## src/rtl/prim_clock_switch_ctrl_if.sv

```systemverilog
// Handshake and gate bundle for prim_clock_switch_ctrl.
// master: requester plus gate bank; slave: the controller.
interface prim_clock_switch_ctrl_if #(
  parameter int NumClk = 4,
  parameter int SelW   = $clog2(NumClk)
);
  logic              req_i;
  logic [SelW-1:0]   sel_i;
  logic [NumClk-1:0] gate_status_i;
  logic [NumClk-1:0] gate_en_o;
  logic [SelW-1:0]   cur_sel_o;
  logic              busy_o;
  logic              done_o;
  logic              err_o;

  modport master (
    output req_i, sel_i, gate_status_i,
    input  gate_en_o, cur_sel_o, busy_o, done_o, err_o
  );

  modport slave (
    input  req_i, sel_i, gate_status_i,
    output gate_en_o, cur_sel_o, busy_o, done_o, err_o
  );
endinterface

```

## src/rtl/prim_clock_switch_ctrl.sv

```systemverilog
// Break-before-make sequencer for an N-input glitch-free clock switch.
// Optional gate-status watchdog: define PRIM_CLOCK_SWITCH_TIMEOUT_EN.
module prim_clock_switch_ctrl #(
  parameter int NumClk        = 4,
  parameter int SelW          = $clog2(NumClk),
  parameter int ResetSel      = 0,
  parameter int DeadCycles    = 4,
  parameter int TimeoutCycles = 64
) (
  input logic clk_i,
  input logic rst_i,
  prim_clock_switch_ctrl_if.slave bus
);

  typedef enum logic [1:0] {
    IDLE,
    DRAIN,
    DEAD,
    ENABLE
  } state_e;

  localparam logic [NumClk-1:0] OneHot = NumClk'(1);
  localparam logic [NumClk-1:0] RstEn  = OneHot << ResetSel;
  localparam logic [SelW-1:0]   RstSel = SelW'(ResetSel);

  state_e            state_q, state_d;
  logic [SelW-1:0]   cur_q, cur_d;
  logic [SelW-1:0]   tgt_q, tgt_d;
  logic [NumClk-1:0] gate_q, gate_d;
  logic [7:0]        dead_q, dead_d;
  logic              busy_q, busy_d;
  logic              done_q, done_d;
  logic              err_q, err_d;
  logic              dead_last;

  assign dead_last = int'(dead_q) + 1 >= DeadCycles;

`ifdef PRIM_CLOCK_SWITCH_TIMEOUT_EN
  logic [15:0] wait_q, wait_d;
  logic        wait_last;

  assign wait_last = int'(wait_q) + 1 >= TimeoutCycles;

  always_ff @(posedge clk_i or posedge rst_i) begin
    if (rst_i) begin
      wait_q <= '0;
    end else begin
      wait_q <= wait_d;
    end
  end
`endif

  always_comb begin
    state_d = state_q;
    cur_d   = cur_q;
    tgt_d   = tgt_q;
    gate_d  = gate_q;
    dead_d  = dead_q;
    done_d  = 1'b0;
    err_d   = err_q;

    unique case (state_q)
      IDLE: begin
        if (bus.req_i) begin
          if (int'(bus.sel_i) >= NumClk) begin
            done_d = 1'b1;
            err_d  = 1'b1;
          end else if (bus.sel_i == cur_q) begin
            done_d = 1'b1;
          end else begin
            tgt_d   = bus.sel_i;
            err_d   = 1'b0;
            gate_d  = '0;
            state_d = DRAIN;
          end
        end
      end
      DRAIN: begin
        if (!bus.gate_status_i[cur_q]) begin
          dead_d  = '0;
          state_d = DEAD;
        end
      end
      DEAD: begin
        if (dead_last) begin
          gate_d  = OneHot << tgt_q;
          state_d = ENABLE;
        end else if (dead_q != '1) begin
          dead_d = dead_q + 8'd1;
        end
      end
      ENABLE: begin
        if (bus.gate_status_i[tgt_q]) begin
          cur_d   = tgt_q;
          done_d  = 1'b1;
          state_d = IDLE;
        end
      end
      default: state_d = IDLE;
    endcase

`ifdef PRIM_CLOCK_SWITCH_TIMEOUT_EN
    wait_d = '0;
    if ((state_q == DRAIN || state_q == ENABLE) &&
        state_d == state_q) begin
      if (wait_last) begin
        // Give up and fall back to the always-safe reset channel
        err_d   = 1'b1;
        done_d  = 1'b1;
        gate_d  = RstEn;
        cur_d   = RstSel;
        state_d = IDLE;
      end else if (wait_q != '1) begin
        wait_d = wait_q + 16'd1;
      end
    end
`else
    // DRAIN and ENABLE wait for gate status without limit
`endif

    busy_d = (state_d != IDLE);
  end

  always_ff @(posedge clk_i or posedge rst_i) begin
    if (rst_i) begin
      state_q <= IDLE;
      cur_q   <= RstSel;
      tgt_q   <= RstSel;
      gate_q  <= RstEn;
      dead_q  <= '0;
      busy_q  <= 1'b0;
      done_q  <= 1'b0;
      err_q   <= 1'b0;
    end else begin
      state_q <= state_d;
      cur_q   <= cur_d;
      tgt_q   <= tgt_d;
      gate_q  <= gate_d;
      dead_q  <= dead_d;
      busy_q  <= busy_d;
      done_q  <= done_d;
      err_q   <= err_d;
    end
  end

  assign bus.gate_en_o = gate_q;
  assign bus.cur_sel_o = cur_q;
  assign bus.busy_o    = busy_q;
  assign bus.done_o    = done_q;
  assign bus.err_o     = err_q;

endmodule

```

## src/flat_wrapper.sv

```systemverilog
// flat-port wrapper written by rule: the top's interface ports become plain ports
module prim_clock_switch_ctrl_flat 
#(
  parameter int NumClk        = 4,
  parameter int SelW          = $clog2(NumClk),
  parameter int ResetSel      = 0,
  parameter int DeadCycles    = 4,
  parameter int TimeoutCycles = 64
)
  (clk_i, rst_i, bus_req_i, bus_sel_i, bus_gate_status_i, bus_gate_en_o, bus_cur_sel_o, bus_busy_o, bus_done_o, bus_err_o);
  prim_clock_switch_ctrl_if #(.NumClk(NumClk), .SelW(SelW)) bus_i ();
  input logic clk_i;
  input logic rst_i;
  input wire logic [$bits(bus_i.req_i)-1:0] bus_req_i;
  input wire logic [$bits(bus_i.sel_i)-1:0] bus_sel_i;
  input wire logic [$bits(bus_i.gate_status_i)-1:0] bus_gate_status_i;
  output wire logic [$bits(bus_i.gate_en_o)-1:0] bus_gate_en_o;
  output wire logic [$bits(bus_i.cur_sel_o)-1:0] bus_cur_sel_o;
  output wire logic [$bits(bus_i.busy_o)-1:0] bus_busy_o;
  output wire logic [$bits(bus_i.done_o)-1:0] bus_done_o;
  output wire logic [$bits(bus_i.err_o)-1:0] bus_err_o;
  assign bus_i.req_i = bus_req_i;
  assign bus_i.sel_i = bus_sel_i;
  assign bus_i.gate_status_i = bus_gate_status_i;
  assign bus_gate_en_o = bus_i.gate_en_o;
  assign bus_cur_sel_o = bus_i.cur_sel_o;
  assign bus_busy_o = bus_i.busy_o;
  assign bus_done_o = bus_i.done_o;
  assign bus_err_o = bus_i.err_o;
  prim_clock_switch_ctrl #(.NumClk(NumClk), .SelW(SelW), .ResetSel(ResetSel), .DeadCycles(DeadCycles), .TimeoutCycles(TimeoutCycles)) u_core (.clk_i(clk_i), .rst_i(rst_i), .bus(bus_i));
endmodule
```

## config.mk

```make
export PLATFORM = sky130hd
export DESIGN_NAME = prim_clock_switch_ctrl_flat
export DESIGN_NICKNAME = d
export VERILOG_FILES = /design/src/rtl/prim_clock_switch_ctrl_if.sv /design/src/rtl/prim_clock_switch_ctrl.sv /design/src/flat_wrapper.sv
export SDC_FILE = /design/constraint.sdc
export NUM_CORES = 1
export LEC_CHECK = 0
export CELL_PAD_IN_SITES_DETAIL_PLACEMENT = 0
export CELL_PAD_IN_SITES_GLOBAL_PLACEMENT = 1
export CORE_ASPECT_RATIO = 1.2
export CORE_UTILIZATION = 30
export DETAILED_ROUTE_END_ITERATION = 8
export PLACE_DENSITY_LB_ADDON = 0.08
export SLEW_MARGIN = 0
export SYNTH_ARGS = -nofsm -noshare
export SYNTH_HDL_FRONTEND = slang
export SYNTH_SLANG_ARGS = --single-unit
```

## constraint.sdc

```tcl
create_clock -name clk_i -period 2.6 [get_ports clk_i]
set_input_delay 0.78 -clock clk_i [delete_from_list [all_inputs] [get_ports clk_i]]
set_output_delay 0.78 -clock clk_i [all_outputs]
set_load 0.1 [all_outputs]
```

==> results_dict.tcl, run 1 <==
set metrics [dict create \
    status "complete, no violations" \
    global_route.usage.total 0.152 \
    floorplan.initialDensity 0.313 \
    fillerInstances 432 \
    cts.repair.resized 0 \
    min_period_ps 2300 \
    gpl.final_weighted_congestion 0.724 \
    i_o_pins 18 \
    tritoncts_num_sinks 20 \
    path_clk_slew_ps 80 \
    cellPowerDensity_nw_per_um2 971 \
    detail_route.wl_per_cell_um 14.2 \
    coreArea_um2 3940 \
    clock_latency_reported_for_the_late_side_of_the_worst_skew_pair_ps 250 \
    worst-setup-path-type "in -> reg" \
    synth.cell_area_um2 1230 \
    gr-total-overflow 0 \
    hold_slack_ps 548 \
    first_global_vias 1086 \
    route.detailed.vias_per_inst 5.13 \
    final-max-slew-violation-count 0 \
    routed_wl_um 2830 \
    synthToLayoutAreaGrowth_pct 23.5 \
    holdBufCountCts 0 \
    synth.net_count 137 \
    synth_top_cell_area_share 0.386 \
    finalSetupViolCount 0 \
    end_of_flow_core_utilization 0.386 \
    synth.lib_cells_used.distinct 44 \
    drc 0 \
    end_kind "flip-flop" \
    post_synth.cell_area_avg_um2 10.1 \
    worstPathMaxFanout 3 \
    ant_nets 0 \
    ctsHtreeMaxLevel 1 \
    dpl.hpwl_um 2160 \
    setup.worst_path.start_class "input port" \
    crit_required_ps 2790 \
    critPathArrivalTime_ps 2500 \
    fraction_of_layout_instances_using_a_drive_strength_above_1 0.192 \
    syn-instance-count 122 \
    final_cell_mix "19 x sky130_fd_sc_hd__dfrtp_1, 16 x sky130_fd_sc_hd__nand2_1, 16 x sky130_fd_sc_hd__buf_4" \
    nNetsFinal 162 \
    cts.root.buffer_cell "sky130_fd_sc_hd__clkbuf_8" \
    cts_setup_buffers 0 \
    cts-root-to-sink-buffers 2 \
    timing.final.hold_violations 0 \
    port-buffer-count 16 \
    cts_tree "yes" \
    post_synthesis_sequential_element_count 20 \
    post-synth-top-area-cell "sky130_fd_sc_hd__dfrtp_1" \
    drt-initial-drc-count 50 \
    die_width_um 60.5 \
    rsz0062_at_grt "no" \
    number_of_warnings_printed_during_yosys_synthesis 0 \
    synth.yosys.seq_area_share 0.407 \
    die_y_um 72.2 \
    drv.max_cap_violation_count 0 \
    synth_top_cells_by_area "sky130_fd_sc_hd__dfrtp_1 39%, sky130_fd_sc_hd__ha_1 6.1%, sky130_fd_sc_hd__nand2_1 4.9%" \
    number_of_detailed_routing_iterations_run_before_antenna_repair 6 \
    synth_edf_count 0 \
    tightestPinTransition_ps 527 \
    clock.fmax_ghz 0.434 \
    ir_worst_vdd_mv 0.896 \
    fp.dieArea_um2 4370 \
    fin_worst_skew_ps 1.17 \
    synth_top_flop_cell "sky130_fd_sc_hd__dfrtp_1" \
    grt_antenna_before_repair 0 \
    hp-class "reg -> reg" \
    number_of_cts_inserted_buffers 3 \
    grt_max_degree 21 \
    postSynth.asyncResetShare 1.00 \
    leakage_nw 0.689 \
    max-slew-margin-rel 0.647 \
    via_count 1025 \
    final.period_utilization 0.886 \
    global_route_wire_length_before_repair_um 4960 \
    n_antenna_cell 0 \
    setup_tns_ps 0 \
    layout.cells.most_common "sky130_fd_sc_hd__dfrtp_1" \
    floorplan.rows 25 \
]
-- report_power, final --
part	internal [mW]	leakage, nW	switching (mW)
Clock	0.109	0.0228	0.102
Combinational	0.282	0.399	0.527
Sequential	0.379	0.267	0.0796
Total	0.769	0.689	0.709
-- flip-flops by register name, summed over array words and instances (netlist names) --
| name | count |
|---|---|
| u_core.bus.done_o | 1 |
| u_core.bus.cur_sel_o | 2 |
| u_core.bus.gate_en_o | 4 |
| u_core.state_q | 2 |
| u_core.bus.busy_o | 1 |
| u_core.dead_q | 8 |
| u_core.tgt_q | 2 |
-- cell type report --
cell class / instances / area [um2] / share of cell area
clock buffers: 4 / 45.0 / 0.0296
inverters: 9 / 33.8 / 0.0222
multi-input cells: 89 / 673 / 0.442
flip-flops and latches: 20 / 502 / 0.330
well taps: 54 / 67.6 / 0.0444
repair buffers: 24 / 200 / 0.132
-- path summary, 6_finish.rpt --
| check | cells past startpoint | slack (ps) | to | startpoint |
|---|---|---|---|---|
| min reg2reg | 1 | 550 | u_core.bus.gate_en_o[3] | u_core.bus.gate_en_o[3] |
| max in group asynchronous | 3 | 1470 | u_core.bus.gate_en_o[0] | rst_i |
| max | 6 | 300 | u_core.dead_q[0] | bus_gate_status_i[3] |
| max reg2reg | 6 | 480 | u_core.bus.gate_en_o[1] | u_core.dead_q[0] |
| min | 1 | 550 | u_core.bus.gate_en_o[3] | u_core.bus.gate_en_o[3] |
| min in group asynchronous | 3 | 850 | u_core.dead_q[3] | rst_i |
-- cells by family (layout without fill, tap and decap cells) --
| group | after synthesis | in the layout | share of synthesized area |
|---|---|---|---|
| and+or+nand+nor | 39 | 39 | 0.162 |
| AOI/OAI and AO/OA | 37 | 37 | 0.247 |
| DFF | 20 | 20 | 0.407 |
| buffers and inverters | 13 | 37 | 0.0467 |
| adders and majority gates | 6 | 6 | 0.0609 |
| xor gates and xnor gates | 3 | 3 | 0.0274 |
| muxes | 3 | 3 | 0.0457 |
| other | 1 | 1 | 0.00304 |
-- synth_stat cells (2+ instances only) --
| cell type | count |
|---|---|
| sky130_fd_sc_hd__or4_1 | 2 |
| sky130_fd_sc_hd__xor2_1 | 2 |
| sky130_fd_sc_hd__and3_1 | 4 |
| sky130_fd_sc_hd__o21ai_1 | 3 |
| sky130_fd_sc_hd__buf_4 | 2 |
| sky130_fd_sc_hd__ha_1 | 6 |
| sky130_fd_sc_hd__nand4_1 | 3 |
| sky130_fd_sc_hd__a311o_1 | 4 |
| sky130_fd_sc_hd__o21a_1 | 6 |
| sky130_fd_sc_hd__o21ai_0 | 3 |
| sky130_fd_sc_hd__nand3_1 | 2 |
| sky130_fd_sc_hd__o31a_1 | 4 |
| sky130_fd_sc_hd__nand2_1 | 16 |
| sky130_fd_sc_hd__o211ai_1 | 2 |
| sky130_fd_sc_hd__dfrtp_1 | 19 |
| sky130_fd_sc_hd__a2111oi_0 | 2 |
| sky130_fd_sc_hd__o22ai_1 | 2 |
| sky130_fd_sc_hd__inv_1 | 9 |
| sky130_fd_sc_hd__nor2_1 | 5 |
| sky130_fd_sc_hd__mux4_2 | 2 |
-- per-stage QoR --
stage | area [um2] | total power, mW | setup WS, ps | cells
after floorplan | 1230 | 1.03 | 148 | 122
after global placement | 1480 | 1.28 | 49.4 | 196
after detailed placement | 1480 | 1.28 | 31.4 | 196
after CTS | 1520 | 1.50 | 300 | 200
after global routing | 1520 | 1.59 | 134 | 200
final | 1520 | 1.48 | 297 | 200
-- worst max-delay path, cell delays in order --
cell	delay (ps)
sky130_fd_sc_hd__clkdlybuf4s50_1	410
sky130_fd_sc_hd__mux4_2	510
sky130_fd_sc_hd__nand2_2	130
sky130_fd_sc_hd__o221ai_4	100
sky130_fd_sc_hd__or4_1	470
sky130_fd_sc_hd__nand3_1	90
-- routing by layer --
layer  GRT usage  vias up  share of wire
met1       0.186      510           0.45
met3      0.0232        2          0.018
met4      0.0657        0         0.0088
met2       0.261       10           0.52
li1            -      503              -
met5           0        -              0
Note: power is estimated with default switching activity, not from simulation.
==> run 2: changes to the inputs <==
--- a/config.mk
+++ b/config.mk
@@ -10,8 +10,10 @@
 export CORE_ASPECT_RATIO = 1.2
 export CORE_UTILIZATION = 30
 export DETAILED_ROUTE_END_ITERATION = 8
+export GPL_ROUTABILITY_DRIVEN = 0
 export PLACE_DENSITY_LB_ADDON = 0.08
-export SLEW_MARGIN = 0
+export RECOVER_POWER = 50
+export SLEW_MARGIN = 20
 export SYNTH_ARGS = -nofsm -noshare
 export SYNTH_HDL_FRONTEND = slang
 export SYNTH_SLANG_ARGS = --single-unit
==> run 2 against run 1 <==
  * Cell count did not move
  * Fmax shrank 0.25%
  * Design area is 1.2% lower
  * Via count shrank 1.3%
  * Non-clock buffer count is the same
  * Register-to-register slack better by 20 ps
  * Sequential power hardly changed
  * Total power is 1.1% lower
  * Critical endpoint unchanged
  * Highest routed layer unchanged
==> results_dict.tcl, run 2 (same netlist as run 1, synthesis figures left out) <==
set metrics [dict create \
    regMostFlops "u_core.dead_q" \
    placement.setup.worst_slack_ps 31.4 \
    power_frac_clock 0.143 \
    global_route_wire_length_before_repair_um 4960 \
    setup_ws_final_ps 291 \
    grt_use_met1 0.186 \
    tritoncts_num_sinks 20 \
    grt_antenna_before_repair 0 \
    max-slew-margin-rel 0.227 \
    holdBufCountCts 0 \
    cts_tree "yes" \
    synthToLayoutAreaGrowth_pct 21.9 \
    floorplan.initialDensity 0.313 \
    hold_slack_ps 554 \
    leakage_nw 0.669 \
    timing.rr.start "u_core.dead_q[0]" \
    route.detailed.vias_per_inst 5.06 \
    clock.fmax_ghz 0.433 \
    worstPathMaxFanout 3 \
    gr-total-overflow 0 \
    final_cell_mix "19 x sky130_fd_sc_hd__dfrtp_1, 16 x sky130_fd_sc_hd__nand2_1, 11 x sky130_fd_sc_hd__buf_4" \
    floorplan.rows 25 \
    hp-class "reg -> reg" \
    layout.cells.most_common "sky130_fd_sc_hd__dfrtp_1" \
    dpl.cell_count 196 \
    detail_route.wl_per_cell_um 14.1 \
    first_global_vias 1086 \
    port-buffer-count 16 \
    final.period_utilization 0.888 \
    status "complete, no violations" \
    met3_usage 0.0232 \
    path_clk_slew_ps 80 \
    p_comb_frac 0.544 \
    grt_use_met2 0.261 \
    cellInternalPower_mw 0.757 \
    rsz0062_at_grt "no" \
    setup.worst_path.start_class "input port" \
    end_kind "flip-flop" \
    timing.critical_path.from "bus_gate_status_i[3]" \
    cts_setup_buffers 0 \
    reg2reg_to "u_core.bus.gate_en_o[1]" \
    drc 0 \
    clock_latency_reported_for_the_late_side_of_the_worst_skew_pair_ps 250 \
    worstRegToRegCells 6 \
    setup_tns_ps 0 \
    grt-busiest-layer "met2" \
    grt_max_degree 21 \
    sw_share 0.482 \
    worst-setup-path-type "in -> reg" \
    fraction_of_layout_instances_using_a_drive_strength_above_1 0.158 \
    largest_reg_flops 8 \
    power.share.sequential 0.313 \
    ant_nets 0 \
    placement.cell_area_um2 1480 \
    min_period_ps 2310 \
    n_antenna_cell 0 \
    via_count 1012 \
    cts.root.buffer_cell "sky130_fd_sc_hd__clkbuf_8" \
    drt-initial-drc-count 58 \
    cts.repair.resized 0 \
    i_o_pins 18 \
    switching_power_mw 0.705 \
    routed_wl_um 2820 \
    hold_start "u_core.bus.gate_en_o[2]" \
    timing.final.hold_violations 0 \
    worst-r2r-setup-slack_ps 500 \
    global_route.usage.total 0.152 \
    die_y_um 72.2 \
    stdcell_count 200 \
    number_of_detailed_routing_iterations_run_before_antenna_repair 4 \
    critPathArrivalTime_ps 2500 \
    ir_worst_vdd_mv 0.897 \
    cts-root-to-sink-buffers 2 \
    nNetsFinal 162 \
    final-max-slew-violation-count 0 \
    min_to "u_core.bus.gate_en_o[2]" \
    fp.dieArea_um2 4370 \
    fin_worst_skew_ps 2.53 \
    cellPowerDensity_nw_per_um2 973 \
    die_width_um 60.5 \
    tightestPinTransition_ps 1170 \
    ctsHtreeMaxLevel 1 \
    number_of_cts_inserted_buffers 3 \
    finalInstanceArea_um2 1500 \
    dpl.hpwl_um 2160 \
    finalSetupViolCount 0 \
    whs_path_depth 1 \
    coreArea_um2 3940 \
    crit_required_ps 2790 \
    drv.max_cap_violation_count 0 \
]
-- run 2: changes by cell type in the layout (fill, tap and decap cells not counted) --
| cell | previous run | this run |
|---|---|---|
| sky130_fd_sc_hd__buf_4 | 16 | 11 |
| sky130_fd_sc_hd__clkbuf_1 | 1 | 6 |
| sky130_fd_sc_hd__clkdlybuf4s50_1 | 8 | 7 |
| sky130_fd_sc_hd__dlygate4sd3_1 | 0 | 1 |
-- run 2: per-layer routing --
layer  wire length (um)  share of wire  vias up
met5                  0              0        -
met4                 25         0.0089        0
met3                 45          0.016        2
met2               1490           0.53        8
met1               1260           0.45      496
li1                   -              -      506
-- run 2: area by class of cell --
cell class                      count  area, um2
Fill cell                         436       2440
Multi-Input combinational cell     89        673
Sequential cell                    20        502
Timing Repair Buffer               24        181
Tap cell                           54       67.6
Clock buffer                        4       45.0
Inverter                            9       33.8
-- run 2: worst max-delay path: stages --
cell and delay (ps):
sky130_fd_sc_hd__clkdlybuf4s50_1 410, sky130_fd_sc_hd__mux4_2 510, sky130_fd_sc_hd__nand2_2 130, sky130_fd_sc_hd__o221ai_4 100, sky130_fd_sc_hd__or4_1 470, sky130_fd_sc_hd__nand3_1 90
-- run 2: power groups by stage --
stage | sequential (mW) | combinational [mW] | clock, mW
6_report | 0.457 | 0.795 | 0.209
3_3_place_gp | 0.465 | 0.818 | 0
3_5_place_dp | 0.467 | 0.812 | 0
5_1_grt | 0.472 | 0.873 | 0.231
4_1_cts | 0.461 | 0.817 | 0.218
2_1_floorplan | 0.646 | 0.383 | 0
-- run 2: per-stage QoR --
stage / total power, mW / util
4_1_cts: 1.50 / 0.386
3_5_place_dp: 1.28 / 0.375
2_1_floorplan: 1.03 / -
6_report: 1.46 / 0.381
5_1_grt: 1.58 / 0.381
3_3_place_gp: 1.28 / 0.375
-- run 2: worst max-delay path by stage --
stage,end,slack [ps],cells past startpoint
finish,u_core.dead_q[0],290,6
detailed placement,u_core.dead_q[0],30,6
global route,u_core.bus.gate_en_o[0],130,6
floorplan,u_core.dead_q[0],150,5
global placement,u_core.dead_q[0],50,6
CTS,u_core.dead_q[0],300,6
==> run 3: changes to the inputs <==
--- a/config.mk
+++ b/config.mk
@@ -12,8 +12,9 @@
 export DETAILED_ROUTE_END_ITERATION = 8
 export GPL_ROUTABILITY_DRIVEN = 0
 export PLACE_DENSITY_LB_ADDON = 0.08
-export RECOVER_POWER = 50
-export SLEW_MARGIN = 20
+export RECOVER_POWER = 100
+export SETUP_SLACK_MARGIN = 0.3
+export SLEW_MARGIN = 0
 export SYNTH_ARGS = -nofsm -noshare
 export SYNTH_HDL_FRONTEND = slang
 export SYNTH_SLANG_ARGS = --single-unit
==> run 3 against run 2 <==
  * Clock skew fell by 0.52 ps
  * Sequential share of layout area decreased by 0.38 points
  * Critical path depth increased by 1
  * Total power down 0.65%
  * Routed wire length increased by 1.5%
  * Register-to-register slack about the same
  * Worst hold slack worse by 13 ps
  * Sequential power up 2%
  * Design area rose by 1.4%
  * Sequential cell count unchanged
  * Combinational power down 5.5%
  * Critical path type unchanged
  * Critical endpoint is now u_core.bus.gate_en_o[2]
  * Highest routed layer unchanged
==> results_dict.tcl, run 3 (same netlist as run 1, synthesis figures left out) <==
set metrics [dict create \
    grt_antenna_before_repair 0 \
    rsz0062_at_grt "no" \
    hp-class "reg -> reg" \
    synthToLayoutAreaGrowth_pct 23.7 \
    whs_path_depth 1 \
    finalSetupViolCount 0 \
    fillerInstances 432 \
    detail_route.wl_per_cell_um 14.2 \
    route.detailed.vias_per_inst 5.17 \
    worstPathMaxFanout 2 \
    floorplan.initialDensity 0.313 \
    floorplan.rows 25 \
    worstRegToRegCells 8 \
    i_o_pins 18 \
    ant_nets 0 \
    clock.fmax_ghz 0.428 \
    cts.root.buffer_cell "sky130_fd_sc_hd__clkbuf_8" \
    end_of_flow_core_utilization 0.387 \
    dpl.hpwl_um 2260 \
    global_route.usage.total 0.153 \
    final.period_utilization 0.899 \
    setup_tns_ps 0 \
    path_clk_slew_ps 70 \
    coreArea_um2 3940 \
    timing.rr.start "u_core.state_q[0]" \
    tightestPinTransition_ps 1160 \
    ctsHtreeMaxLevel 1 \
    reg2reg_to "u_core.dead_q[1]" \
    drv.max_cap_violation_count 0 \
    worst-setup-path-type "in -> reg" \
    drt-initial-drc-count 74 \
    fp.dieArea_um2 4370 \
    status "complete, no violations" \
    n_antenna_cell 0 \
    layout.cells.most_common "sky130_fd_sc_hd__dfrtp_1" \
    gr-total-overflow 0 \
    end_kind "flip-flop" \
    largest_reg_flops 8 \
    number_of_cts_inserted_buffers 3 \
    first_global_vias 1115 \
    cts-root-to-sink-buffers 2 \
    timing.critical_path.from "bus_sel_i[0]" \
    ir_worst_vdd_mv 0.822 \
    min_period_ps 2340 \
    port-buffer-count 16 \
    fin_worst_skew_ps 2.01 \
    cts_tree "yes" \
    crit_required_ps 2740 \
    final_cell_mix "18 x sky130_fd_sc_hd__dfrtp_1, 16 x sky130_fd_sc_hd__nand2_1, 9 x sky130_fd_sc_hd__inv_1" \
    via_count 1045 \
    tritoncts_num_sinks 20 \
    fraction_of_layout_instances_using_a_drive_strength_above_1 0.182 \
    clock_latency_reported_for_the_late_side_of_the_worst_skew_pair_ps 250 \
    die_y_um 72.2 \
    stdcell_count 202 \
    p_total_mw 1.45 \
    nNetsFinal 164 \
    dpl.cell_count 195 \
    die_width_um 60.5 \
    max-slew-margin-rel 0.228 \
    hold_slack_ps 541 \
    setup.worst_path.start_class "input port" \
    regMostFlops "u_core.dead_q" \
    final-max-slew-violation-count 0 \
    hold_start "u_core.bus.gate_en_o[3]" \
    routed_wl_um 2860 \
    number_of_detailed_routing_iterations_run_before_antenna_repair 4 \
    drc 0 \
    leakage_nw 0.708 \
    critPathArrivalTime_ps 2480 \
    holdBufCountCts 0 \
    cellPowerDensity_nw_per_um2 953 \
    grt_max_degree 12 \
    worst-r2r-setup-slack_ps 490 \
    global_route_wire_length_before_repair_um 5090 \
    min_to "u_core.bus.gate_en_o[3]" \
    timing.final.hold_violations 0 \
]
run 3: worst max-delay path by stage:
stage | to | cells past startpoint | slack [ps]
final | u_core.bus.gate_en_o[2] | 7 | 260
after global routing | u_core.dead_q[1] | 8 | 200
after CTS | u_core.dead_q[0] | 6 | 300
after detailed placement | u_core.dead_q[0] | 6 | 20
after global placement | u_core.dead_q[0] | 6 | 30
after floorplan | u_core.dead_q[0] | 5 | 350
run 3: layout make-up:
cell class                 count  area (um2)  share of cell area
tap                           54        67.6              0.0443
sequential                    20         503               0.330
multi-input combinational     89         678               0.445
inverter                       9        33.8              0.0222
timing repair buffer          26         186               0.122
clock buffer                   4        55.1              0.0361
run 3: through the flow:
stage / setup WS [ps] / area [um2]
6_report: 263 / 1520
5_1_grt: 202 / 1520
4_1_cts: 300 / 1530
3_5_place_dp: 17.6 / 1470
3_3_place_gp: 28.3 / 1470
2_1_floorplan: 353 / 1230
run 3: timing repair:
action / in CTS / in global routing
gates resized for setup: 1 / 10
setup endpoints to repair: 1 / 5
pin swaps: 1 / 4
setup buffers: 0 / 3
run 3: worst max-delay path, stage by stage:
cell and delay (ps):
sky130_fd_sc_hd__dlygate4sd3_1 560, sky130_fd_sc_hd__xor2_1 160, sky130_fd_sc_hd__clkbuf_4 140, sky130_fd_sc_hd__o211a_1 220, sky130_fd_sc_hd__o2111a_1 240, sky130_fd_sc_hd__o31a_1 100, sky130_fd_sc_hd__a311o_1 270
run 3: per-layer routing:
layer / global-route usage / vias up / wire length (um)
li1: - / 504 / -
met1: 0.184 / 522 / 1240
met2: 0.266 / 15 / 1530
met3: 0.0232 / 4 / 58
met4: 0.0657 / 0 / 38
met5: 0 / - / 0
run 3: power breakdown:
group | internal [mW] | total (mW) | switching (mW)
clock | 0.135 | 0.236 | 0.101
combinational | 0.227 | 0.751 | 0.524
sequential | 0.380 | 0.466 | 0.0857
==> RTL edit 1, RTL diff (config.mk and constraints of run 3) <==
`NumClk` is set to 4 in 3 places; all go to 2.
--- a/src/rtl/prim_clock_switch_ctrl_if.sv
+++ b/src/rtl/prim_clock_switch_ctrl_if.sv
@@ -1,7 +1,7 @@
 // Handshake and gate bundle for prim_clock_switch_ctrl.
 // master: requester plus gate bank; slave: the controller.
 interface prim_clock_switch_ctrl_if #(
-  parameter int NumClk = 4,
+  parameter int NumClk = 2,
   parameter int SelW   = $clog2(NumClk)
 );
   logic              req_i;
--- a/src/rtl/prim_clock_switch_ctrl.sv
+++ b/src/rtl/prim_clock_switch_ctrl.sv
@@ -1,7 +1,7 @@
 // Break-before-make sequencer for an N-input glitch-free clock switch.
 // Optional gate-status watchdog: define PRIM_CLOCK_SWITCH_TIMEOUT_EN.
 module prim_clock_switch_ctrl #(
-  parameter int NumClk        = 4,
+  parameter int NumClk        = 2,
   parameter int SelW          = $clog2(NumClk),
   parameter int ResetSel      = 0,
   parameter int DeadCycles    = 4,
--- a/src/flat_wrapper.sv
+++ b/src/flat_wrapper.sv
@@ -1,7 +1,7 @@
 // flat-port wrapper written by rule: the top's interface ports become plain ports
 module prim_clock_switch_ctrl_flat 
 #(
-  parameter int NumClk        = 4,
+  parameter int NumClk        = 2,
   parameter int SelW          = $clog2(NumClk),
   parameter int ResetSel      = 0,
   parameter int DeadCycles    = 4,
Ports: changed (resized bus_cur_sel_o, bus_gate_en_o, bus_gate_status_i and bus_sel_i); port bits go from 18 to 12. No check against the original RTL was run, so the function may have changed too.
==> RTL edit 1 against run 3 <==
  * Combinational power shrank 13%
  * Critical path depth shrank 6
  * Setup slack improved by 78 ps
  * Hold slack worse by 37 ps
  * Sequential cell count is 4 lower
  * Routed wire length decreased by 30%
  * Via count decreased by 28%
  * Final area decreased by 30%
  * Area after synthesis decreased by 25%
  * Total power decreased by 20%
  * Largest power group unchanged
==> RTL edit 1: results (changes against run 3) <==
* Leakage at 0.000464 uW (was 0.000708 uW)
* Setup Crit Path Kind: register to output pin (was primary input to register)
* IO Port Bufs at 10 (was 16)
* Clock slew seen by the registers of the worst setup and hold paths at 110 ps (was 70 ps)
* Layout cell share with drive strength beyond 1 at 9.82% (was 18.2%)
* Largest delay share family, worst path: buffers and inverters (was compound AO/OA/AOI/OAI gates)
* Final Non-Filler Cells at 146 (was 202)
* Worst reg2reg path depth at 6 (was 8)
* Slowest stage cell on the critical path: sky130_fd_sc_hd__clkbuf_1 (was sky130_fd_sc_hd__dlygate4sd3_1)
* Number of global-route vias before repair at 764 (was 1115)
* First-pass GRT wire length at 3400 um (was 5090 um)
* Largest stage delay, worst path at 860 ps (was 560 ps)
* Run status: completed (unchanged)
* Post-place setup slack at 162 ps (was 17.6 ps)
* CP Max Fanout at 1 (was 2)
* Worst flop-to-flop path endpoint: u_core.dead_q[0] (was u_core.dead_q[1])
* Actual transition at the worst max-transition pin at 1170 ps (was 1160 ps)
* Number of distinct library cells after synthesis at 40 (was 44)
* Post-CTS resize count at 0 (was 1)
* DRT iter0 DRCs at 9 (was 74)
* Sink of the worst hold path: u_core.bus.gate_en_o[0] (was u_core.bus.gate_en_o[3])
* Most numerous cell types in the synthesized netlist: sky130_fd_sc_hd__dfrtp_1, sky130_fd_sc_hd__o21ai_0, sky130_fd_sc_hd__nand2_1 (was sky130_fd_sc_hd__dfrtp_1, sky130_fd_sc_hd__nand2_1, sky130_fd_sc_hd__inv_1)
* Post-Synthesis Mean Instance Area at 9.47 um2 (was 10.1 um2)
* GRT Overall Usage at 13.8% (was 15.3%)
* Part of the Yosys area used for sequential elements at 43.3% (was 40.7%)
* Worst hold start: u_core.bus.gate_en_o[0] (was u_core.bus.gate_en_o[3])
* WP data arrival at 1480 ps (was 2480 ps)
* Top cells by area in the synthesized netlist: sky130_fd_sc_hd__dfrtp_1, sky130_fd_sc_hd__ha_1, sky130_fd_sc_hd__o21ai_0 (was sky130_fd_sc_hd__dfrtp_1, sky130_fd_sc_hd__ha_1, sky130_fd_sc_hd__nand2_1)
* DP Wirelength at 1510 um (was 2260 um)
* Maximum ir drop on the vdd rail at 0.513 mV (was 0.822 mV)
* # nets final at 125 (was 164)
-- RTL edit 1: cell families (layout without fill, tap and decap cells) --
group,count (synthesis),count (layout),share of synthesized area (%)
adders and majority gates,6,6,8.09
DFF,16,16,43.3
and+or+nand+nor,35,35,20.6
other,1,1,0.404
AOI/OAI and AO/OA,28,28,19.7
buffers and inverters,8,22,3.64
muxes,3,3,3.37
xor gates and xnor gates,1,1,0.944
-- RTL edit 1: how the worst max path moves through the flow --
stage                         start          endpoint  slack (ps)  cells past startpoint
6_report          u_core.bus.busy_o        bus_busy_o         340                      1
2_1_floorplan  u_core.bus.cur_sel_o  u_core.dead_q[0]         380                      4
3_5_place_dp   bus_gate_status_i[1]  u_core.dead_q[0]         160                      5
4_1_cts        bus_gate_status_i[1]  u_core.dead_q[0]         480                      5
3_3_place_gp   bus_gate_status_i[1]  u_core.dead_q[0]         210                      5
5_1_grt        bus_gate_status_i[0]  u_core.dead_q[0]         230                      5
-- RTL edit 1: metrics by stage --
stage / hold WS [ps] / area [um2] / power, uW / utilization (%)
6_report: 504 / 1070 / 1160 / 37.4
4_1_cts: 512 / 1090 / 1210 / 38.0
5_1_grt: 529 / 1070 / 1270 / 37.4
3_3_place_gp: 478 / 1060 / 1070 / 37.1
2_1_floorplan: 475 / 928 / 889 / -
3_5_place_dp: 496 / 1060 / 1060 / 37.1
-- RTL edit 1: final cells by class --
type                    count  area [um2]
well taps                  34        42.5
multi-input cells          74         493
fillers                   292        1790
inverters                   6        22.5
flip-flops and latches     16         402
clock buffers               4        26.3
repair buffers             12        83.8
-- RTL edit 1: routing by layer --
| metal | routed length, um | global-route usage (%) | up-vias |
|---|---|---|---|
| met5 | 0 | 0 | - |
| met4 | 19 | 5.92 | 0 |
| met3 | 37 | 2.92 | 2 |
| met2 | 975 | 21.4 | 6 |
| met1 | 963 | 18.0 | 358 |
| li1 | - | - | 387 |
-- RTL edit 1: power breakdown --
group	internal, uW	leakage, uW	switching [uW]
Sequential	308	0.000204	64.9
Clock	59.5	0.0000150	81.7
Combinational	184	0.000245	466
Total	551	0.000464	613
==> RTL edit 2, RTL diff (flow settings as in run 3) <==
Made on the original files. Re-encode `state_e` (4 states) as one-hot, 4 bits wide.
--- a/src/rtl/prim_clock_switch_ctrl.sv
+++ b/src/rtl/prim_clock_switch_ctrl.sv
@@ -12,11 +12,11 @@
   prim_clock_switch_ctrl_if.slave bus
 );
 
-  typedef enum logic [1:0] {
-    IDLE,
-    DRAIN,
-    DEAD,
-    ENABLE
+  typedef enum logic [3:0] {
+    IDLE   = 4'b0001,
+    DRAIN  = 4'b0010,
+    DEAD   = 4'b0100,
+    ENABLE = 4'b1000
   } state_e;
 
   localparam logic [NumClk-1:0] OneHot = NumClk'(1);
Formal check against the unedited RTL: no difference found for any inputs over 10 cycles, from zero or initial values and one cycle with rst_i high; not proved beyond that.
==> RTL edit 2 against run 3 <==
  * Fmax fell by 0.30%
  * Routed wire length shrank 25%
  * Count of clock-buffer cells in the layout shrank 1
  * Core utilization decreased by 0.44 points
  * Clock skew is 2.4 ps higher
  * Setup slack lost 7.0 ps
  * First-iteration DRC count fell by 80%
  * Die area is 8.0% lower
  * Sequential cell count rose by 2
  * Final area decreased by 8.9%
  * Area after synthesis shrank 8.2%
  * Critical path type unchanged
Power is not compared: it rests on default switching activity, and its combinational part moved more than twofold at a synthesized area within 25%.
==> RTL edit 2: results (changes against run 3) <==
* CP endpoint: u_core.dead_q[3] (was u_core.bus.gate_en_o[2])
* Number of distinct library cells after synthesis at 39 (was 44)
* Fraction of the mapped netlist area in adder cells at 2.21% (was 6.09%)
* Met1 WL at 940 um (was 1240 um)
* Most numerous cell types in the synthesized netlist: sky130_fd_sc_hd__dfrtp_1, sky130_fd_sc_hd__nand2_1, sky130_fd_sc_hd__nor2b_1 (was sky130_fd_sc_hd__dfrtp_1, sky130_fd_sc_hd__nand2_1, sky130_fd_sc_hd__inv_1)
* # nets final at 132 (was 164)
* Number of global-route vias before repair at 845 (was 1115)
* Part of the Yosys area used for sequential elements at 48.9% (was 40.7%)
* Final antenna diode count at 0 (unchanged)
* Detail Route met3 WL at 57 um (was 58 um)
* CP Max Fanout at 4 (was 2)
* Setup Skew at 4.40 ps (was 2.01 ps)
* XOR/XNOR Fraction of Synth Area at 2.32% (was 2.74%)
* Layout cell share with drive strength beyond 1 at 17.5% (was 18.2%)
* Launch point of the worst path: bus_gate_status_i[3] (was bus_sel_i[0])
* Startpoint of the worst-slack reg-to-reg timing path: u_core.dead_q[0] (was u_core.state_q[0])
* Sink of the worst hold path: u_core.bus.gate_en_o[0] (was u_core.bus.gate_en_o[3])
* Post-synthesis compound-gate area fraction at 10.1% (was 24.7%)
* Worst flop-to-flop path endpoint: u_core.bus.gate_en_o[1] (was u_core.dead_q[1])
* Run status: completed (unchanged)
* Post-synth net total at 110 (was 137)
* Depth of the worst hold-timing path at 2 (was 1)
* Post-CTS resize count at 0 (was 1)
* Met1 capacity usage during global routing at 15.6% (was 18.4%)
* First-pass GRT wire length at 3910 um (was 5090 um)
* Vias at 782 (was 1045)
* GRT Overall Usage at 12.7% (was 15.3%)
* Largest stage delay, worst path at 540 ps (was 560 ps)
* Largest net degree at the start of global routing at 23 (was 12)
* Detailed-routed wire length on met2 at 1140 um (was 1530 um)
* DP Wirelength at 1590 um (was 2260 um)
* Actual transition at the worst max-transition pin at 1200 ps (was 1160 ps)
* Top cells by area in the synthesized netlist: sky130_fd_sc_hd__dfrtp_1, sky130_fd_sc_hd__dfstp_2, sky130_fd_sc_hd__nand2_1 (was sky130_fd_sc_hd__dfrtp_1, sky130_fd_sc_hd__ha_1, sky130_fd_sc_hd__nand2_1)
* DRT iter0 DRCs at 15 (was 74)
* Share of cell area taken by muxes after synthesis at 12.2% (was 4.57%)
* Count of fill cells added during filler insertion at 366 (was 432)
* Slack of the worst reg-to-reg path at 560 ps (was 490 ps)
* Met2 routing resource usage after global routing at 21.2% (was 26.6%)
## RTL edit 2: critical path, delay by kind of cell
| kind | cells | cell delay [ps] |
|---|---|---|
| compound gates | 2 | 390 |
| simple gates | 2 | 250 |
| mux | 1 | 520 |
| buf+inv | 1 | 540 |
## RTL edit 2: cell type report
cell class	instances	share of cell area (%)
Sequential cell	22	39.9
Multi-Input combinational cell	72	40.4
Clock inverter	1	2.16
Timing Repair Buffer	18	8.83
Clock buffer	3	2.97
Inverter	4	1.08
Tap cell	52	4.68
## RTL edit 2: stage by stage
| stage | area, um2 | util [%] | instances | setup slack [ps] | hold WS [ps] |
|---|---|---|---|---|---|
| floorplan | 1130 | - | 99 | 470 | 480 |
| global route | 1390 | 38.2 | 172 | 158 | 530 |
| detailed placement | 1330 | 36.7 | 167 | 50.6 | 479 |
| CTS | 1410 | 38.7 | 171 | 330 | 491 |
| global placement | 1330 | 36.7 | 167 | 78.3 | 467 |
| finish | 1390 | 38.2 | 172 | 256 | 484 |
